`src/rtl/hazard_ctrl.sv`:
```
// hazard_ctrl: stall/flush controller for a 5-stage pipeline with a multi-cycle watchdog.
// Define HAZARD_PERF_EN to build the stall-cycle and flush performance counters.
module hazard_ctrl #(
  parameter int unsigned MC_MAX = 64,
  parameter int unsigned CNT_W  = 32
) (
  input  logic             clock,
  input  logic             reset_n,
  input  logic [4:0]       id_rs1,
  input  logic [4:0]       id_rs2,
  input  logic             id_use_rs1,
  input  logic             id_use_rs2,
  input  logic [4:0]       ex_rd,
  input  logic             ex_mem_read,
  input  logic             ex_redirect,
  input  logic             ex_mc_busy,
  input  logic             mem_req,
  input  logic             mem_ready,
  output logic             pc_pause,
  output logic             if_id_pause,
  output logic             if_id_bubble,
  output logic             id_ex_pause,
  output logic             id_ex_bubble,
  output logic             ex_mem_pause,
  output logic             ex_mem_bubble,
  output logic             mem_wb_pause,
  output logic             mem_wb_bubble,
  output logic             mc_timeout,
  output logic [CNT_W-1:0] stall_cycles,
  output logic [CNT_W-1:0] flush_count
);

  typedef enum logic [1:0] {RUN, MEM_WAIT, MC_WAIT} state_t;

  localparam int unsigned     WD_W    = $clog2(MC_MAX + 1);
  localparam logic [WD_W-1:0] WD_LAST = WD_W'(MC_MAX - 1);

  state_t          r_state;
  state_t          w_next;
  logic [WD_W-1:0] r_wd;
  logic            r_timeout;
  logic            r_mc_ignore;
  logic            w_mem_stall;
  logic            w_mc;
  logic            w_load_use;
  logic            w_wd_fire;

  always_comb begin
    w_mem_stall = mem_req & ~mem_ready;
    w_mc        = ex_mc_busy & ~r_mc_ignore;
    w_load_use  = ex_mem_read & (ex_rd != '0) &
                  ((id_use_rs1 & (id_rs1 == ex_rd)) | (id_use_rs2 & (id_rs2 == ex_rd)));
    // Fires on the MC_MAX-th MC_WAIT cycle, i.e. when the count would reach MC_MAX.
    w_wd_fire   = (r_state == MC_WAIT) & ~w_mem_stall & w_mc & (r_wd == WD_LAST);
  end

  always_comb begin
    w_next        = RUN;
    pc_pause      = 1'b0;
    if_id_pause   = 1'b0;
    if_id_bubble  = 1'b0;
    id_ex_pause   = 1'b0;
    id_ex_bubble  = 1'b0;
    ex_mem_pause  = 1'b0;
    ex_mem_bubble = 1'b0;
    mem_wb_pause  = 1'b0;
    mem_wb_bubble = 1'b0;
    if (!reset_n) begin
      pc_pause     = 1'b1;
      if_id_pause  = 1'b1;
      id_ex_pause  = 1'b1;
      ex_mem_pause = 1'b1;
      mem_wb_pause = 1'b1;
    end else if (w_mem_stall) begin
      pc_pause      = 1'b1;
      if_id_pause   = 1'b1;
      id_ex_pause   = 1'b1;
      ex_mem_pause  = 1'b1;
      mem_wb_bubble = 1'b1;
      w_next        = MEM_WAIT;
    end else if (w_mc) begin
      pc_pause      = 1'b1;
      if_id_pause   = 1'b1;
      id_ex_pause   = 1'b1;
      ex_mem_bubble = 1'b1;
      w_next        = w_wd_fire ? RUN : MC_WAIT;
    end else if (ex_redirect) begin
      if_id_bubble = 1'b1;
      id_ex_bubble = 1'b1;
    end else if (w_load_use) begin
      pc_pause     = 1'b1;
      if_id_pause  = 1'b1;
      id_ex_bubble = 1'b1;
    end
  end

  always_ff @(posedge clock or negedge reset_n) begin
    if (!reset_n) begin
      r_state     <= RUN;
      r_wd        <= '0;
      r_timeout   <= 1'b0;
      r_mc_ignore <= 1'b0;
    end else begin
      r_state <= w_next;
      if ((w_next == MC_WAIT) && (r_state != MC_WAIT)) begin
        r_wd <= '0;
      end else if (r_state == MC_WAIT) begin
        r_wd <= r_wd + 1'b1;
      end
      // After a timeout the busy level is treated as stuck until it drops.
      if (w_wd_fire) begin
        r_timeout   <= 1'b1;
        r_mc_ignore <= 1'b1;
      end else if (!ex_mc_busy) begin
        r_mc_ignore <= 1'b0;
      end
    end
  end

  assign mc_timeout = r_timeout;

`ifdef HAZARD_PERF_EN
  logic [CNT_W-1:0] r_stall_cycles;
  logic [CNT_W-1:0] r_flush_count;
  logic             w_flush;

  assign w_flush = ~w_mem_stall & ~w_mc & ex_redirect;

  always_ff @(posedge clock or negedge reset_n) begin
    if (!reset_n) begin
      r_stall_cycles <= '0;
      r_flush_count  <= '0;
    end else begin
      if (pc_pause) r_stall_cycles <= r_stall_cycles + 1'b1;
      if (w_flush)  r_flush_count  <= r_flush_count + 1'b1;
    end
  end

  assign stall_cycles = r_stall_cycles;
  assign flush_count  = r_flush_count;
`else
  assign stall_cycles = '0;
  assign flush_count  = '0;
`endif

endmodule

```
`config.mk`:
```
export PLATFORM = sky130hd
export DESIGN_NAME = hazard_ctrl
export DESIGN_NICKNAME = d
export VERILOG_FILES = /design/src/rtl/hazard_ctrl.sv
export SDC_FILE = /design/constraint.sdc
export NUM_CORES = 1
export LEC_CHECK = 0
export ABC_AREA = 1
export CAP_MARGIN = 20
export CORE_UTILIZATION = 31
export DETAILED_ROUTE_END_ITERATION = 10
export PLACE_DENSITY_LB_ADDON = 0.1
export SYNTH_ARGS = -nofsm -noshare
export SYNTH_HDL_FRONTEND = slang
export SYNTH_SLANG_ARGS = --single-unit
```
`constraint.sdc`:
```
create_clock -name clock -period 1.06 [get_ports clock]
set_input_delay 0.106 -clock clock [delete_from_list [all_inputs] [get_ports clock]]
set_output_delay 0.106 -clock clock [all_outputs]
set_load 0.01 [all_outputs]
```
; Word level (Yosys, flattened, before mapping)
; Cells that the tools add are included.
[op_classes]
bitwise = 13
mux = 30
n_reduce_logical = 3
addsub = 1
n_eq_ne = 7
[op_table]
columns = cell, count
row1 = 1-bit 2-to-1 mux, 24
row2 = 7-bit 2-to-1 mux, 2
row3 = 5-bit == test, 2
row4 = 1-bit bitwise AND, 9
row5 = 2-bit 2-to-1 mux, 4
row6 = 7-bit by 1-bit adder with 7-bit output (second input constant), 1
row7 = 7-bit by 6-bit == test with 1-bit output (second input constant), 1
row8 = 5-bit nonzero test, 1
row9 = 2-bit == test (second input constant), 2
row10 = 1-bit NOT, 3
row11 = 2-bit by 1-bit != test with 1-bit output (second input constant), 1
row12 = 2-bit != test (second input constant), 1
row13 = 2-bit nonzero test, 1
row14 = 1-bit logical AND, 1
row15 = 1-bit OR, 1
[totals]
regBits = 11
in_bits = 24
elab_cells = 58
out_inout_bits = 74

; Longest topological paths before layout
; Gate-level depths: netlist of the first run.
[depth]
word_depth = 13
mapped_depth = 9
depth_no_buf = 8

; Worst setup path before layout of the first run
; OpenSTA, ideal clock, no wires.
[synth_timing]
path_kind = flip-flop to output port
start = register r_mc_ignore
end = output port id_ex_bubble
required_ns = 0.954
t_arrival_ns = 1.005
slack_ns = -0.051
n_path_buf = 0
path_stages_with_launch = 6
cell_sequence = dfrtp_1 > inv_1 > nand2_4 > nand3_2 > nor2_1 > o21bai_1
[synth_via]
elab_chain_len = 5
[synth_lines]
columns = element, line_no
row1 = from (decl), 42  ; logic r_mc_ignore;
row2 = from (signal assigned), 102  ; r_mc_ignore <= 1'b0;
row3 = from (signal assigned), 113  ; r_mc_ignore <= 1'b1;
row4 = from (signal assigned), 115  ; r_mc_ignore <= 1'b0;
row5 = 1-bit NOT, 50  ; w_mc = ex_mc_busy & ~r_mc_ignore;
row6 = 1-bit bitwise AND, 50
row7 = 1-bit 2-to-1 mux, 81  ; end else if (w_mc) begin
row8 = 1-bit 2-to-1 mux, 74  ; end else if (w_mem_stall) begin
row9 = 1-bit 2-to-1 mux, 68  ; if (!reset_n) begin
row10 = to (decl), 23  ; output logic id_ex_bubble,
; Every way passes these cells.

; Final worst setup path of the first run
[layout_timing]
start = register r_mc_ignore
end = output port if_id_pause
[layout_via]
elab_chain_len = 5
[layout_lines]
columns = element, line_no
row1 = 1-bit NOT, 50
row2 = 1-bit bitwise AND, 50
row3 = 1-bit 2-to-1 mux, 81
row4 = 1-bit 2-to-1 mux, 74
row5 = 1-bit 2-to-1 mux, 68
row6 = to (decl), 20  ; output logic if_id_pause,
; Every way passes these cells.

==> results of run 1 <==
[cell families (layout without fill, tap and decap cells)]
logic type,after synthesis,in the layout,share of synthesized area (%)
AOI/OAI and AO/OA,10,10,4.28
xor gates and xnor gates,1,1,0.666
DFF,11,11,20.9
other,1,64,0.285
adders and majority gates,1,1,0.951
buffers and inverters,92,89,44.8
and+or+nand+nor,72,72,28.1
[cell usage after synthesis]
master    instances
conb_1            1
nand2_1          37
nor2_4            1
inv_1            18
o21ai_0           2
ha_1              1
nor3_2            1
inv_2             9
nor3b_2           1
buf_4            65
dfrtp_1          11
a31oi_1           1
nand3_2           1
nand3_1           9
xor2_1            1
a21oi_1           2
nor2_2            6
nand2_4           3
o21bai_1          2
o21ai_1           3
nor2_8            1
nand4_1           2
nor2_1           10
[per-stage QoR]
stage | instance area [µm²] | hold WS, ns
CTS | 1700 | 0.0155
finish | 1750 | 0.0123
global placement | 1620 | 0.465
floorplan | 1560 | -0.190
global route | 1750 | 0.0213
detailed placement | 1620 | 0.453
[what timing repair did]
| action | in CTS | in global routing |
|---|---|---|
| endpoints found under the hold margin | 7 | 0 |
| hold buffers | 1 | 0 |
| endpoints found under the setup margin | 20 | 18 |
| pin swaps | 16 | 6 |
| gates resized for setup | 72 | 24 |
| setup buffers | 3 | 2 |
[worst max-delay path, stage by stage (launching register included)]
cell,delay (ns)
dfrtp_1,0.35
inv_2,0.05
nand2_4,0.06
nand3_4,0.10
o21bai_2,0.21
buf_2,0.14
[state kept, by name, summed over array words and instances, names as in the netlist]
name / flops
mc_timeout: 1
r_mc_ignore: 1
r_state: 2
r_wd: 7
[where the power goes]
| group | switching [mW] | total, mW | internal (mW) | leakage [nW] |
|---|---|---|---|---|
| logic | 0.298 | 0.505 | 0.207 | 0.831 |
| registers | 0.0157 | 0.462 | 0.446 | 0.145 |
| clock network | 0.163 | 0.422 | 0.258 | 0.0255 |
[layer usage]
layer / GRT usage [%] / vias to the layer above
met5: 0 / -
met4: 1.60 / 0
met3: 2.70 / 2
met2: 19.3 / 67
met1: 15.1 / 433
li1: - / 561
[layout make-up]
cell class	count	area (µm²)	share of cell area [%]
repair buffers	58	494	28.3
clock inverters	1	5.00	0.286
multi-input cells	148	768	44.0
flip-flops and latches	11	275	15.7
well taps	50	62.6	3.58
inverters	27	101	5.80
clock buffers	3	41.3	2.36
[final timing paths]
check / end / from / depth (start not counted) / slack [ns]
setup / recovery: if_id_pause / r_mc_ignore / 5 / -0.20
hold / removal: r_wd[1] / reset_n / 3 / 0.01
setup reg to reg: r_wd[3] / r_mc_ignore / 8 / -0.16
hold reg to reg: mc_timeout / mc_timeout / 2 / 0.47
max in group asynchronous: r_mc_ignore / reset_n / 3 / 0.44
min in group clock: r_state[1] / mem_ready / 4 / 0.30
==> metrics.md, run 1 <==
| Metric | Value |
|---|---|
| Area leader, netlist | `buf_4` |
| Worst vdd ir | `429 µV` |
| Routability cong. | `0.798` |
| # DRC | `0` |
| WP data arrival | `1.16 ns` |
| PwrDens | `795 nW/µm²` |
| Setup ws final | `-0.202 ns` |
| CTS tree | `built` |
| P_leak | `1.00 nW` |
| First DRT Iteration DRCs | `19` |
| Final Non-Filler Cells | `298` |
| Routed via count | `1063` |
| Maxcap violations | `0` |
| Post-route met1 wirelength | `1050 µm` |
| Vias in the first global route | `900` |
| Met2 routed wirelength | `1210 µm` |
| First drt pass iteration count | `4` |
| Initial antenna violation count | `0` |
| Top sig layer | `met4` |
| Met3 WL | `181 µm` |
| # diodes | `0` |
| HPWL Detailed | `2070 µm` |
| Commonest cells after routing, fill and taps aside | `conb_1, nand2_1, buf_4, inv_1` |
| Post-Route Utilization | `43.4%` |
| Yosys top cell area share | `37.1%` |
| Cell count after synthesis | `188` |
| Filler cells | `434` |
| Bufs on Longest Clock Path | `2` |
| Row cnt | `23` |
| Inserted Clock Buffers | `3` |
| Mapped Avg Cell Area | `6.99 µm²` |
| Setup_tns | `-1.97 ns` |
| Violated checks | `setup timing` |
| Most common cell after layout, fill and taps aside | `conb_1` |
| First-pass GRT wire length | `3910 µm` |
| Critical path fanouts, max | `4` |
| RSZ-0062 raised after global routing | `yes` |
| Initial Utilization | `32.6%` |
| Dpl cells | `288` |
| Die ar. | `4510 µm²` |
| Layout area overhead | `32.9%` |
| Sink Count | `11` |
| Routed Antenna Nets | `0` |
| GRT Overall Usage | `11.5%` |
| Synth unique cells | `23` |
| Startpoint Class | `flip-flop` |
| Vias/cell | `3.57` |
| H-tree depth | `1` |
| Synth top area cells | `buf_4, dfrtp_1, nand2_1, inv_1, nand3_1` |
| Total congestion overflow | `0` |
| Width of the die | `67.1 µm` |
| Synth warnings | `0` |
| Worst EP required | `0.95 ns` |
| Final wirelength | `2460 µm` |
| Die Y | `67.1 µm` |
| Fin. max-slew vios | `0` |
| Max Clk Rate | `0.792 GHz` |
| Minimum clock period after layout | `1.26 ns` |
| Final Cycle Share | `119%` |
| Tot Pwr | `1.39 mW` |
| Synth Register Bits | `11` |
| Sequential element share of the synthesized area | `20.9%` |
| I/O pins | `98` |
| Layout cells sized above 1 | `32.7%` |
| Worst-path clk slew | `0.06 ns` |
| Nets | `274` |
| Status | `finished with violations` |
| Synth Cell Area | `1320 µm²` |
| Total core area | `4030 µm²` |
| Worst Setup Path Type | `reg2out` |
| DR WL/cell | `8.24 µm` |
| Skew final | `0.00937 ns` |
| Worst Hold Class | `in2async` |
| Pre-CTS setup slack | `-0.892 ns` |
| Worst setup EP type | `output port` |
| Clk_lat worst skew | `0.24 ns` |
| Final setup fails | `14` |
| IO Port Bufs | `33` |
| Root buf cell | `clkbuf_8` |
| Final Hold Vio Count | `0` |
| Largest net degree at the start of global routing | `8` |
Power figures use the tool's default switching activity.
==> inputs of run 2 (changes only) <==
- PLACE_DENSITY: not set -> 0.85
- PLACE_DENSITY_LB_ADDON: 0.1 -> not set
==> run 2 against run 1 <==
Net effect:
- the flow still finishes with violations (setup timing)
- core utilization shrank 0.47 points
- maximum frequency rose by 2.1%
- non-clock buffer count fell by 1
- via count increased by 4.0%
==> metrics.md, run 2 (synthesized netlist as in run 1, its figures left out) <==
| Metric | Value |
|---|---|
| Total congestion overflow | `0 (unchanged)` |
| Nets | `273 (-0.36%)` |
| Reg power frac | `33.6% (+0.3 points)` |
| # DRC | `0 (unchanged)` |
| H-tree depth | `1 (unchanged)` |
| Routed via count | `1105 (+4.0%)` |
| Final Cell Area | `1730 µm² (-1.1%)` |
| Routed Antenna Nets | `0 (unchanged)` |
| Area of placed instances | `1600 µm² (-1.2%)` |
| Initial Utilization | `32.6% (unchanged)` |
| Net Switching | `466 µW (-2.3%)` |
| Final setup fails | `14 (unchanged)` |
| WP data arrival | `1.13 ns (-0.03 ns)` |
| Routability cong. | `0.808 (+1.3%)` |
| Die Y | `67.1 µm (unchanged)` |
| Total core area | `4030 µm² (unchanged)` |
| First-pass GRT wire length | `3730 µm (-4.4%)` |
| Fin. max-slew vios | `0 (unchanged)` |
| Inserted Clock Buffers | `3 (unchanged)` |
| Clock Power Share | `30.5% (about the same)` |
| Tot Pwr | `1.38 mW (-0.49%)` |
| GRT Overall Usage | `10.9% (-0.53 points)` |
| Vias in the first global route | `923 (+2.6%)` |
| Minimum clock period after layout | `1.24 ns (-0.0254 ns)` |
| Die ar. | `4510 µm² (unchanged)` |
| Worst Hold Class | `in2async` |
| First drt pass iteration count | `4 (unchanged)` |
| Slowest stage delay, CP | `0.38 ns (+0.03 ns)` |
| Worst EP required | `0.95 ns (about the same)` |
| Worst vdd ir | `281 µV (-34%)` |
| Max reg flops | `7 (unchanged)` |
| Dpl cells | `287 (-0.35%)` |
| Most common cell after layout, fill and taps aside | `conb_1` |
| Largest delay share family, worst path | `flip-flops` |
| PwrDens | `799 nW/µm² (+0.59%)` |
| Final Hold Vio Count | `0 (unchanged)` |
| RSZ-0062 raised after global routing | `yes` |
| Worst Setup Path Type | `reg2out` |
| Row cnt | `23 (unchanged)` |
| Worst R2R Start | `r_mc_ignore` |
| Maxcap violations | `0 (unchanged)` |
| Worst-path clk slew | `0.05 ns (about the same)` |
| Critical path cell sequence | `inv_2 -> nand2_4 -> nand3_4 -> nor2_4 -> o21bai_1 -> buf_2` |
| Commonest cells after routing, fill and taps aside | `conb_1, nand2_1, buf_4, inv_1, dlygate4sd2_1` |
| Sw frac | `33.7% (-0.64 points)` |
| Clk_lat worst skew | `0.24 ns (about the same)` |
| Largest registers | `r_wd: 7 flops, r_state: 2 flops` |
| DR WL/cell | `8.25 µm (+0.13%)` |
| Hold Slack | `0.357 ns (+0.345 ns)` |
| IO Port Bufs | `33 (unchanged)` |
| Critical Path Slowest Stage Cell | `dfrtp_1` |
| HPWL Detailed | `2020 µm (-2.6%)` |
| I/O pins | `98 (unchanged)` |
| Int Pwr | `916 µW (+0.47%)` |
| Status | `finished with violations` |
| Max Clk Rate | `0.809 GHz (+2.1%)` |
| Biggest register | `r_wd` |
| Width of the die | `67.1 µm (unchanged)` |
| Gate power share | `35.9% (-0.5 points)` |
| Vias/cell | `3.72 (+4.3%)` |
| Critical path fanouts, max | `4 (unchanged)` |
| Sink Count | `11 (unchanged)` |
| Setup_tns | `-1.77 ns (+0.200 ns)` |
| Violated checks | `setup timing` |
| Setup ws final | `-0.177 ns (+0.0254 ns)` |
| CP Buf/Inv Count | `2 (unchanged)` |
| Bufs on Longest Clock Path | `2 (unchanged)` |
| CTS tree | `built` |
| Final Non-Filler Cells | `297 (-0.34%)` |
| Startpoint Class | `flip-flop` |
| Root buf cell | `clkbuf_8` |
| # diodes | `0 (unchanged)` |
| Final wirelength | `2450 µm (-0.20%)` |
| Worst setup EP type | `output port` |
| Layout area overhead | `31.5%` |
| First DRT Iteration DRCs | `17 (-2)` |
| Largest net degree at the start of global routing | `8 (unchanged)` |
| Initial antenna violation count | `0 (unchanged)` |
| Final Cycle Share | `117% (-2.4 points)` |
| Skew final | `0.00446 ns (-0.00491 ns)` |
| Critical path origin | `r_mc_ignore` |
| Layout cells sized above 1 | `30.4% (-2.3 points)` |
| P_leak | `0.993 nW (-0.89%)` |
## run 2: cell types whose count changed in the layout (fill, tap and decap cells not counted), moves of 2 or more
cell / change
inv_2: -2
clkbuf_2: -3
nor2_4: -2
clkdlybuf4s15_2: +2
inv_1: +2
## run 2: final timing paths
| path | to | slack (ns) | cells past startpoint |
|---|---|---|---|
| max | id_ex_bubble | -0.18 | 6 |
| min | r_wd[3] | 0.36 | 3 |
| max reg2reg | r_wd[3] | -0.17 | 8 |
| min reg2reg | mc_timeout | 0.48 | 2 |
| max in group asynchronous | r_state[1] | 0.44 | 4 |
| min in group clock | r_state[0] | 0.43 | 5 |
## run 2: power groups by stage
stage	logic (mW)	clock network [mW]	registers, mW
2_1_floorplan	0.434	0	0.471
3_3_place_gp	0.481	0	0.467
3_5_place_dp	0.487	0	0.470
4_1_cts	0.475	0.434	0.464
5_1_grt	0.559	0.459	0.466
6_report	0.497	0.421	0.464
## run 2: final cells by class
type	count	area (µm²)
Fill cell	404	2300
Clock buffer	4	45.0
Timing Repair Buffer	57	490
Multi-Input combinational cell	148	754
Inverter	27	101
Sequential cell	11	275
Tap cell	50	62.6
## run 2: through the flow
stage	util, %	setup WS, ns
3_3_place_gp	39.7	-0.844
5_1_grt	42.9	-0.249
6_report	42.9	-0.177
3_5_place_dp	39.7	-0.862
4_1_cts	41.3	-0.190
2_1_floorplan	-	-0.0492
## run 2: worst register-to-register path: cells and delay by family, from the launching register on
kind / cells / cell delay, ns
compound gates: 2 / 0.17
simple gates: 3 / 0.24
flops: 1 / 0.38
buf+inv: 3 / 0.35
## run 2: repair_timing
item	in CTS	in global routing
endpoints found under the setup margin	20	19
gates resized for setup	74	17
setup buffers	1	3
pin swaps	16	7
hold buffers	1	1
endpoints found under the hold margin	4	7
## run 2: metal layers
layer | up-vias | GRT usage (%) | wire [µm]
met3 | 7 | 1.35 | 163
met5 | - | 0 | 0
met2 | 55 | 20.3 | 1280
met4 | 0 | 5.59 | 66
met1 | 490 | 12.1 | 945
li1 | 553 | - | -
==> inputs of run 3 (changes only) <==
- CORE_ASPECT_RATIO: not set -> 1.75
- PLACE_DENSITY: 0.85 -> not set
- PLACE_DENSITY_LB_ADDON: not set -> 0.2
==> run 3 against run 2 <==
Net effect:
- the run still ends with setup timing left
- clock-buffer cell count unchanged
- critical endpoint unchanged
- sequential share of layout area shrank 0.26 points
- final area increased by 1.7%
- worst hold slack worse by 0.30 ns
- clock skew hardly changed
==> metrics.md, run 3 (synthesized netlist as in run 1, its figures left out) <==
| Metric | Value |
|---|---|
| Worst-path clk slew | `0.05 ns (about the same)` |
| Vias/cell | `3.75 (+0.81%)` |
| First DRT Iteration DRCs | `30 (+13)` |
| Final setup fails | `14 (unchanged)` |
| # diodes | `0 (unchanged)` |
| IO Port Bufs | `33 (unchanged)` |
| Setup_tns | `-1.88 ns (-0.111 ns)` |
| Layout area overhead | `33.7%` |
| Row cnt | `31 (+35%)` |
| Total congestion overflow | `0 (unchanged)` |
| Routed Antenna Nets | `0 (unchanged)` |
| First drt pass iteration count | `3 (-1)` |
| Largest registers | `r_wd: 7 flops, r_state: 2 flops` |
| Critical path cell sequence | `inv_2 -> nand2_4 -> nand3_4 -> nor2_4 -> o21bai_1 -> buf_2` |
| Sink Count | `11 (unchanged)` |
| Vias in the first global route | `1062 (+15%)` |
| Commonest cells after routing, fill and taps aside | `conb_1, nand2_1, buf_4, inv_1, dlygate4sd2_1` |
| Worst Hold Class | `in2async` |
| P_leak | `1.00 nW (+0.91%)` |
| RSZ-0062 raised after global routing | `yes` |
| Total core area | `4110 µm² (+2.0%)` |
| Max Clk Rate | `0.803 GHz (-0.70%)` |
| Critical path fanouts, max | `4 (unchanged)` |
| HPWL Detailed | `2210 µm (+9.5%)` |
| Most common cell after layout, fill and taps aside | `conb_1` |
| Biggest register | `r_wd` |
| Worst vdd ir | `413 µV (+47%)` |
| Critical Path Slowest Stage Cell | `dfrtp_1` |
| PwrDens | `793 nW/µm² (-0.73%)` |
| Die ar. | `4520 µm² (+0.23%)` |
| Fin. max-slew vios | `0 (unchanged)` |
| Root buf cell | `clkbuf_8` |
| H-tree depth | `1 (unchanged)` |
| Final Non-Filler Cells | `297 (unchanged)` |
| Max reg flops | `7 (unchanged)` |
| Status | `finished with violations` |
| Final Cycle Share | `117% (+0.82 points)` |
| CTS tree | `built` |
| First-pass GRT wire length | `4080 µm (+9.4%)` |
| WP data arrival | `1.14 ns (about the same)` |
| Final Hold Vio Count | `0 (unchanged)` |
| Initial Utilization | `32.0% (-0.66 points)` |
| Worst setup EP type | `output port` |
| Final Cell Area | `1760 µm² (+1.7%)` |
| GRT Overall Usage | `12.1% (+1.2 points)` |
| Skew final | `0.00479 ns (+0.000329 ns)` |
| Largest net degree at the start of global routing | `9 (+1)` |
| Tot Pwr | `1.39 mW (+0.93%)` |
| R2R cell count | `8 (unchanged)` |
| Initial antenna violation count | `0 (unchanged)` |
| Dpl cells | `289 (+0.70%)` |
| Inserted Clock Buffers | `3 (unchanged)` |
| Hold Slack | `0.0615 ns (-0.296 ns)` |
| Routed via count | `1114 (+0.81%)` |
| Area of placed instances | `1620 µm² (+1.3%)` |
| Slowest stage delay, CP | `0.38 ns (about the same)` |
| Pre-CTS setup slack | `-0.974 ns (-0.113 ns)` |
| Startpoint Class | `flip-flop` |
| I/O pins | `98 (unchanged)` |
| Width of the die | `51.2 µm (-24%)` |
| Setup ws final | `-0.185 ns (-0.00872 ns)` |
| Die Y | `88.2 µm (+31%)` |
| Violated checks | `setup timing` |
| Layout cells sized above 1 | `30.2% (-0.12 points)` |
| Nets | `274 (+0.37%)` |
| Clk_lat worst skew | `0.24 ns (about the same)` |
| Post-Route Utilization | `42.8% (-0.16 points)` |
| # DRC | `0 (unchanged)` |
| Minimum clock period after layout | `1.25 ns (+0.00872 ns)` |
| Worst Setup Path Type | `reg2out` |
| Final wirelength | `2580 µm (+5.1%)` |
| Maxcap violations | `0 (unchanged)` |
| Routability cong. | `0.689 (-15%)` |
| DR WL/cell | `8.67 µm (+5.1%)` |
| Worst EP required | `0.95 ns (about the same)` |
| Bufs on Longest Clock Path | `2 (unchanged)` |
[run 3: what timing repair did]
| action | 4_1_cts | 5_1_grt |
|---|---|---|
| setup endpoints to repair | 20 | 17 |
| hold buffers | 1 | 0 |
| pin swaps | 18 | 6 |
| buffers inserted | 1 | 2 |
| gates resized for setup | 77 | 18 |
| hold endpoints to repair | 3 | 0 |
[run 3: worst paths after layout]
path                       slack (ns)      endpoint        start
setup / recovery                -0.19  id_ex_bubble  r_mc_ignore
setup reg to reg                -0.17       r_wd[3]  r_mc_ignore
hold / removal                   0.06       r_wd[0]      reset_n
min in group clock               0.30    r_state[0]    mem_ready
max in group asynchronous        0.44    r_state[1]      reset_n
hold reg to reg                  0.45    mc_timeout   mc_timeout
[run 3: cell type report]
cell class	instances	area [µm²]
multi-input cells	148	774
repair buffers	58	495
fillers	452	2350
inverters	27	106
clock buffers	4	45.0
well taps	49	61.3
flip-flops and latches	11	275
[run 3: critical path, delay by kind of cell (launching register included)]
family / cells / cell delay (ns)
AOI/OAI and AO/OA: 1 / 0.14
and+or+nand+nor: 3 / 0.18
DFF: 1 / 0.38
buffers and inverters: 2 / 0.20
[run 3: report_power, final]
group	internal, mW	leakage [nW]	switching (mW)
logic	0.212	0.834	0.304
clock network	0.264	0.0228	0.154
registers	0.447	0.145	0.0140
total	0.923	1.00	0.472
[run 3: layer usage]
layer	track usage (%)	vias to the layer above	wire length, µm
li1	-	560	-
met1	8.18	490	663
met2	28.0	60	1660
met3	2.43	4	201
met4	5.16	0	54
met5	0	-	0
